$ cat src/rtl/seq_addsub_unit.sv
// seq_addsub_unit: multi-cycle two's-complement adder/subtractor.
// Works through the operands SLICE bits per clock with a registered carry
// between slices, so only a SLICE-bit ripple sits in the critical path.
// WIDTH must be a multiple of SLICE; N = WIDTH/SLICE compute cycles.
//
// Ports
//   clk, rst_n           clock, async active-low reset
//   in_valid / in_ready  operand handshake (in_ready only while idle)
//   a, b, m              operands and mode (0: a+b, 1: a-b)
//   out_valid/out_ready  result handshake; outputs held while stalled
//   result               sum/difference mod 2^WIDTH
//   cout, ovf, zero, neg carry out of MSB (1 = no borrow in SUB),
//                        signed overflow, result==0, result MSB

// One slice of the ripple chain. Also exposes the carry into its top bit,
// which the final slice needs for signed overflow.
module seq_addsub_slice #(
  parameter int SLICE = 2
) (
  input  logic [SLICE-1:0] a,
  input  logic [SLICE-1:0] b,
  input  logic             cin,
  output logic [SLICE-1:0] s,
  output logic             co,
  output logic             cmsb
);
  logic [SLICE:0] c;

  assign c[0] = cin;

  genvar i;
  generate
    for (i = 0; i < SLICE; i++) begin : g_bit
      assign s[i]   = a[i] ^ b[i] ^ c[i];
      assign c[i+1] = (a[i] & b[i]) | (c[i] & (a[i] ^ b[i]));
    end
  endgenerate

  assign co   = c[SLICE];
  assign cmsb = c[SLICE-1];
endmodule

module seq_addsub_unit #(
  parameter int WIDTH = 8,
  parameter int SLICE = 2
) (
  input  logic             clk,
  input  logic             rst_n,
  input  logic             in_valid,
  output logic             in_ready,
  input  logic [WIDTH-1:0] a,
  input  logic [WIDTH-1:0] b,
  input  logic             m,
  output logic             out_valid,
  input  logic             out_ready,
  output logic [WIDTH-1:0] result,
  output logic             cout,
  output logic             ovf,
  output logic             zero,
  output logic             neg
);
  localparam int N  = WIDTH / SLICE;
  localparam int IW = (N > 1) ? $clog2(N) : 1;

  typedef enum logic [1:0] {S_IDLE, S_CALC, S_DONE} state_t;

  state_t           state;
  logic [IW-1:0]    idx;
  logic [WIDTH-1:0] opa, opb;   // opb already holds b ^ {WIDTH{m}}
  logic [WIDTH-1:0] acc;        // partial result, kept apart from the held output
  logic             carry;

  logic [WIDTH-1:0] sh_a, sh_b, acc_nxt;
  logic [SLICE-1:0] sa, sb, ss;
  logic             sco, scm, last;

  // Select the current slice by shifting rather than a variable part-select.
  always_comb begin
    sh_a    = opa >> (SLICE * int'(idx));
    sh_b    = opb >> (SLICE * int'(idx));
    sa      = sh_a[SLICE-1:0];
    sb      = sh_b[SLICE-1:0];
    // acc is cleared on accept, so OR-ing in the new slice is a plain write.
    acc_nxt = acc | (WIDTH'(ss) << (SLICE * int'(idx)));
    last    = (idx == IW'(N - 1));
  end

  seq_addsub_slice #(.SLICE(SLICE)) u_slice (
    .a    (sa),
    .b    (sb),
    .cin  (carry),
    .s    (ss),
    .co   (sco),
    .cmsb (scm)
  );

  always_ff @(posedge clk or negedge rst_n) begin
    if (!rst_n) begin
      state  <= S_IDLE;
      idx    <= '0;
      opa    <= '0;
      opb    <= '0;
      acc    <= '0;
      carry  <= 1'b0;
      result <= '0;
      cout   <= 1'b0;
      ovf    <= 1'b0;
      zero   <= 1'b0;
      neg    <= 1'b0;
    end else begin
      case (state)
        S_IDLE: if (in_valid) begin
          opa   <= a;
          opb   <= b ^ {WIDTH{m}};
          carry <= m;               // +1 completes the two's complement of b
          idx   <= '0;
          acc   <= '0;
          state <= S_CALC;
        end
        S_CALC: begin
          acc   <= acc_nxt;
          carry <= sco;
          idx   <= idx + 1'b1;
          if (last) begin
            result <= acc_nxt;
            cout   <= sco;
            ovf    <= sco ^ scm;
            zero   <= (acc_nxt == '0);
            neg    <= acc_nxt[WIDTH-1];
            state  <= S_DONE;
          end
        end
        S_DONE: if (out_ready) state <= S_IDLE;
        default: state <= S_IDLE;
      endcase
    end
  end

  assign in_ready  = (state == S_IDLE);
  assign out_valid = (state == S_DONE);
endmodule

$ cat config.mk
export PLATFORM = sky130hd
export DESIGN_NAME = seq_addsub_unit
export DESIGN_NICKNAME = d
export VERILOG_FILES = /design/src/rtl/seq_addsub_unit.sv
export SDC_FILE = /design/constraint.sdc
export NUM_CORES = 1
export LEC_CHECK = 0
export CAP_MARGIN = 20
export CORE_ASPECT_RATIO = 1.25
export CORE_UTILIZATION = 46
export DETAILED_ROUTE_END_ITERATION = 7
export HOLD_SLACK_MARGIN = 0.15
export MAX_ROUTING_LAYER = met4
export PLACE_DENSITY = 0.75
export SLEW_MARGIN = 20
export SYNTH_ARGS = -nofsm -noshare
export SYNTH_HDL_FRONTEND = slang
export SYNTH_SLANG_ARGS = --single-unit
$ cat constraint.sdc
create_clock -name clk -period 2.5 [get_ports clk]
set_input_delay 0.5 -clock clk [delete_from_list [all_inputs] [get_ports clk]]
set_output_delay 0.5 -clock clk [all_outputs]
set_load 0.01 [all_outputs]
# Yosys cells after proc, flatten, opt, wreduce, memory -nomap -nowiden

Cells that the tools add are included.

$add $sub $neg: 1
Equality and inequality tests: 6
Shifts and indexed selects: 3
Mux-type cells: 10
Bitwise operators: 13
Reduce and logical (&&, ||, !) cells: 7

Operators with widths:

| operator            | number |
|---|---|
| $pmux 8 s2          | 1 |
| $shr 8x3->2         | 2 |
| $logic_not 8->1     | 1 |
| $mux 2              | 4 |
| $mux 8              | 1 |
| $or 8x8->8          | 1 |
| $shl 2x3->8         | 1 |
| $xor 8x8->8         | 1 |
| $pmux 2 s3          | 1 |
| $reduce_and 2->1    | 3 |
| $xor 1x1->1         | 5 |
| $and 1x1->1         | 4 |
| $eq 2x2->1 const B  | 2 |
| $ne 2x2->1 const B  | 2 |
| $pmux 2 s2          | 1 |
| $reduce_and 3->1    | 1 |
| $add 2x1->2 const B | 1 |
| $eq 2x1->1 const B  | 1 |
| $logic_not 2->1     | 1 |
| $ne 2x1->1 const B  | 1 |
| $or 1x1->1          | 2 |
| $pmux 1 s2          | 1 |
| $reduce_bool 2->1   | 1 |
| $mux 1              | 1 |

Register bits after elaboration: 41
Bits of input ports: 21
Output and inout bits: 14
Word-level logic and storage cells: 51

# Logic depth before layout (Yosys ltp)

Depth in word-level cells: 8
Mapped depth: 7
Depth with buffers taken out: 6

# By module

Synthesis repeated with hierarchy kept, for this count alone.

Cells, all modules: 177
Area total of the unflattened synthesis: 1,831.8 um^2

Modules (own cells, without submodules):

| module           | instances | cells each | area an instance (um^2) | seq. area each (um^2) |
|---|---|---|---|---|
| seq_addsub_unit  | 1         | 175        | 1,791.7                 | 1,001.0 |
| seq_addsub_slice | 1         | 2          | 40.0                    | 0.0 |

# Worst setup path after synthesis

OpenSTA, ideal clock, no wires.

Path kind: register -> register
Start: register idx[1]
End: register zero
Setup time: 0.083 ns
Arrival time: 2.403 ns
Required time: 2.417 ns
Path slack: 0.015 ns
Stages on the path, launching flop included: 8
Buffers on the path: 1
Clock period less this slack: 2.485 ns
Path through: dfrtp_1 > clkbuf_1 > mux4_2 > fa_1 > fa_1 > nor4_1 > nand3_1 > o21ai_0

Word-level cells in the longest chain between the ends: 8
Elaborated cells on any way between the ends: 14
Classes of those cells: 1 x eq/ne; 3 x shift; 8 x bitwise; 2 x reduce/logical

Ends and longest elaborated chain:

| item                           | line   | RTL |
|---|---|---|
| start: declaration             | 68     | `logic [IW-1:0] idx;` |
| start signal: assignment       | 123    | `idx <= idx + 1'b1;` |
| $shr 8x3->2 (on tied branches) | 79, 80 |  |
| $xor 1x1->1                    | 34, 35 |  |
| $and 1x1->1                    | 35     | `assign c[i+1] = (a[i] & b[i]) \| (c[i] & (a[i] ^ b[i]));` |
| $or 1x1->1                     | 35     |  |
| $xor 1x1->1                    | 34     | `assign s[i] = a[i] ^ b[i] ^ c[i];` |
| $shl 2x3->8                    | 84     | `acc_nxt = acc \| (WIDTH'(ss) << (SLICE * int'(idx)));` |
| $or 8x8->8                     | 84     |  |
| $logic_not 8->1                | 128    | `zero <= (acc_nxt == '0);` |
| end signal: assignment         | 128    |  |
| end: declaration               | 59     | `output logic zero,` |

Parallel ways exist; a longest one is shown, timed or not.
A chain may end at the register's enable or synchronous reset.

# Worst setup path after layout

Start: register idx[0]
End: register result[7]

Word-level cells in the longest chain between the ends: 7
Elaborated cells on any way between the ends: 12
Classes of those cells: 1 x eq/ne; 3 x shift; 7 x bitwise; 1 x reduce/logical

Ends and longest elaborated chain:

| item                           | line   | RTL |
|---|---|---|
| $shr 8x3->2 (on tied branches) | 79, 80 |  |
| $xor 1x1->1                    | 35     |  |
| $and 1x1->1                    | 35     |  |
| $or 1x1->1                     | 35     |  |
| $xor 1x1->1                    | 34     |  |
| $shl 2x3->8                    | 84     |  |
| $or 8x8->8                     | 84     |  |
| end signal: assignment         | 125    | `result <= acc_nxt;` |
| end: declaration               | 56     | `output logic [WIDTH-1:0] result,` |

Parallel ways exist; a longest one is shown, timed or not.

==> results.toml <==
[sta]
fin_tns_setup_ns = 0
worstMarginPinSlew_ns = 0.868
fmax_ghz = 0.419
finalClockSkew_ns = 0.00419
whs_ns = 0.317
drv_slew = 0
setup_viol = 0
fin_ws_ns = 0.116
min_period_over_period = 0.954
rsz0062_at_grt = "true"
hold_viol = 0
maxSlewHeadroom = 0.420
period_minus_slack_ns = 2.38

[clocking]
clk_latency_ns = 0.30
cts_inserted_buffers = 5
clk_path_buf_depth = 2
cts_tree = "yes"
htreeDepth = 2
cts_hold_buf = 0
cts_root_buf = "clkbuf_8"
cts.sinks = 40
clk_pin_slew_ns = 0.07

[logic_synthesis]
synth.most_common_cell = "nand2_1"
synth_simple_gate_area_frac = 0.154
synthTopCellsByArea = "dfrtp_1, nand2_1, mux4_2, xnor2_1, o21ai_0"
synth_xor_area_frac = 0.0432
synth-edff-count = 0
synthAdderAreaFrac = 0.0288
ys.flop_type = "dfrtp_1"
ys_types = 29
ys_seq_elements = 40
synth.avg_cell_area_um2 = 10.4
syn_nets = 200
synth_top_family_by_area = "simple AND/OR/NAND/NOR gates"
synthTopCellsByCount = "nand2_1, dfrtp_1, o21ai_0"
yosysTopAreaCellShare = 0.548
muxShareOfSynthArea = 0.0555
yosys.area.top_type = "dfrtp_1"
yosysWarningCount = 0
yosysSeqAreaShare = 0.548
async_flop_share = 1.00
synth-compound-area-share = 0.124
synthCells = 176
syn_area_um2 = 1830

[floorplanning]
chipHeight_um = 72.5
fp.dieArea_um2 = 4230
core_um2 = 3780
initial_core_util = 0.483
io_pins = 35
die_x_um = 58.4
rows = 25

[finish]
final_cell_area_um2 = 2340
drive_above_1_share = 0.147
syn_to_final_growth_pct = 28.2
final_util = 0.619
finalNonFillerCells = 271
nNetsFinal = 240
antennaDiodeCount = 0

[job]
maxCapViolations = 0

[setup_path]
worst_ep_required_time_ns = 2.68
r2r_slack_ns = 0.12
arrival_ns = 2.56
criticalPathCategory = "flip-flop to flip-flop"
crit_fanout = 4
cp-end-kind = "flip-flop"
critPathLaunchType = "flip-flop"

[route]
met1_length_um = 1500
firstDrtPassIters = 4
route.met2.wl_um = 1900
wirelength_um = 3610
top_layer = "met4"
initialDrtViolationCount = 53
met3_length_um = 144
drcViolationCount = 0
vias = 1387
vias_per_cell = 5.12
wl_per_cell_um = 13.3
final_antenna_net_count = 0

[global_route]
grt_start_max_net_pins = 41
grt_pass1_wl_um = 6180
grt_use_total = 0.204
antenna_found_initial = 0
grt_overflow = 0
first_global_vias = 1378

[power]
ir_drop_uv = 701
finalPower_mw = 3.30
leakage_nw = 1.04
power-per-cell-area_nw_per_um2 = 1410

[placement]
io_buffers = 34
dpl_worst_slack_ns = 0.0135
placed_cell_area_um2 = 2210
place.gp.congestion = 0.819
dp_cells = 260
place_hpwl_um = 2550

[worst_hold_path]
hold_path.class = "primary input to asynchronous set/reset pin"

[run_status]
outcome = "finished, final reports clean"
[state kept, by name, summed over array words and instances (netlist names)]
signal,cells
idx,2
carry,1
cout,1
ovf,1
acc,8
state,2
result,8
opa,8
opb,8
zero,1
[layout make-up]
type                            instances  area, µm²
Timing Repair Buffer                   44        414
Multi-Input combinational cell        122        758
Fill cell                             317       1440
Tap cell                               54       67.6
Sequential cell                        40       1000
Clock buffer                            8       90.1
Inverter                                3       11.3
[placed cells by master (no fill, tap or decap), drive strengths merged, types with 2 or more instances in the layout]
master         Yosys  routed
nand2             44      44
dfrtp             40      40
clkdlybuf4s50      0      33
o21ai             21      21
nor2              11      11
buf                8      11
a21oi             10      10
xnor2              9       9
clkbuf             3       8
a31oi              6       6
mux4               4       4
inv                3       3
nand3              3       3
nand2b             2       2
fa                 2       2
nor4               2       2
[kinds of logic after synthesis]
family	count (synthesis)
adders and majority gates	3
buffers and inverters	14
xor gates and xnor gates	9
DFF	40
and+or+nand+nor	66
AOI/OAI and AO/OA	39
muxes	5
[metal layers]
metal / track usage / vias up
li1: - / 671
met1: 0.223 / 673
met2: 0.344 / 36
met3: 0.0588 / 7
met4: 0.0873 / 0
met5: - / -
[critical path, cell delays in order, from the launching register on]
cell     delay, ns
dfrtp_1       0.41
mux4_2        0.54
fa_2          0.40
fa_2          0.46
buf_6         0.15
a31oi_1       0.21
o21ai_0       0.10
[timing repair]
item,4_1_cts,5_1_grt
buffers inserted,2,1
gates resized for setup,1,5
setup endpoints to repair,5,6
gates cloned,0,0
[worst paths after layout]
check,start,endpoint,depth (start not counted)
setup / recovery,idx[0]$_DFFE_PN0P_,result[7]$_DFFE_PN0P_,6
hold / removal,rst_n,ovf$_DFFE_PN0P_,1
setup reg to reg,idx[0]$_DFFE_PN0P_,result[7]$_DFFE_PN0P_,6
hold reg to reg,opa[7]$_DFFE_PN0P_,opa[7]$_DFFE_PN0P_,2
max in group asynchronous,rst_n,result[4]$_DFFE_PN0P_,1
min in group clk,opa[7]$_DFFE_PN0P_,opa[7]$_DFFE_PN0P_,2
[power breakdown]
group          switching [mW]  internal, mW
registers               0.186         0.917
clock network           0.214         0.225
logic                   0.861         0.901
Power figures use the tool's default switching activity.
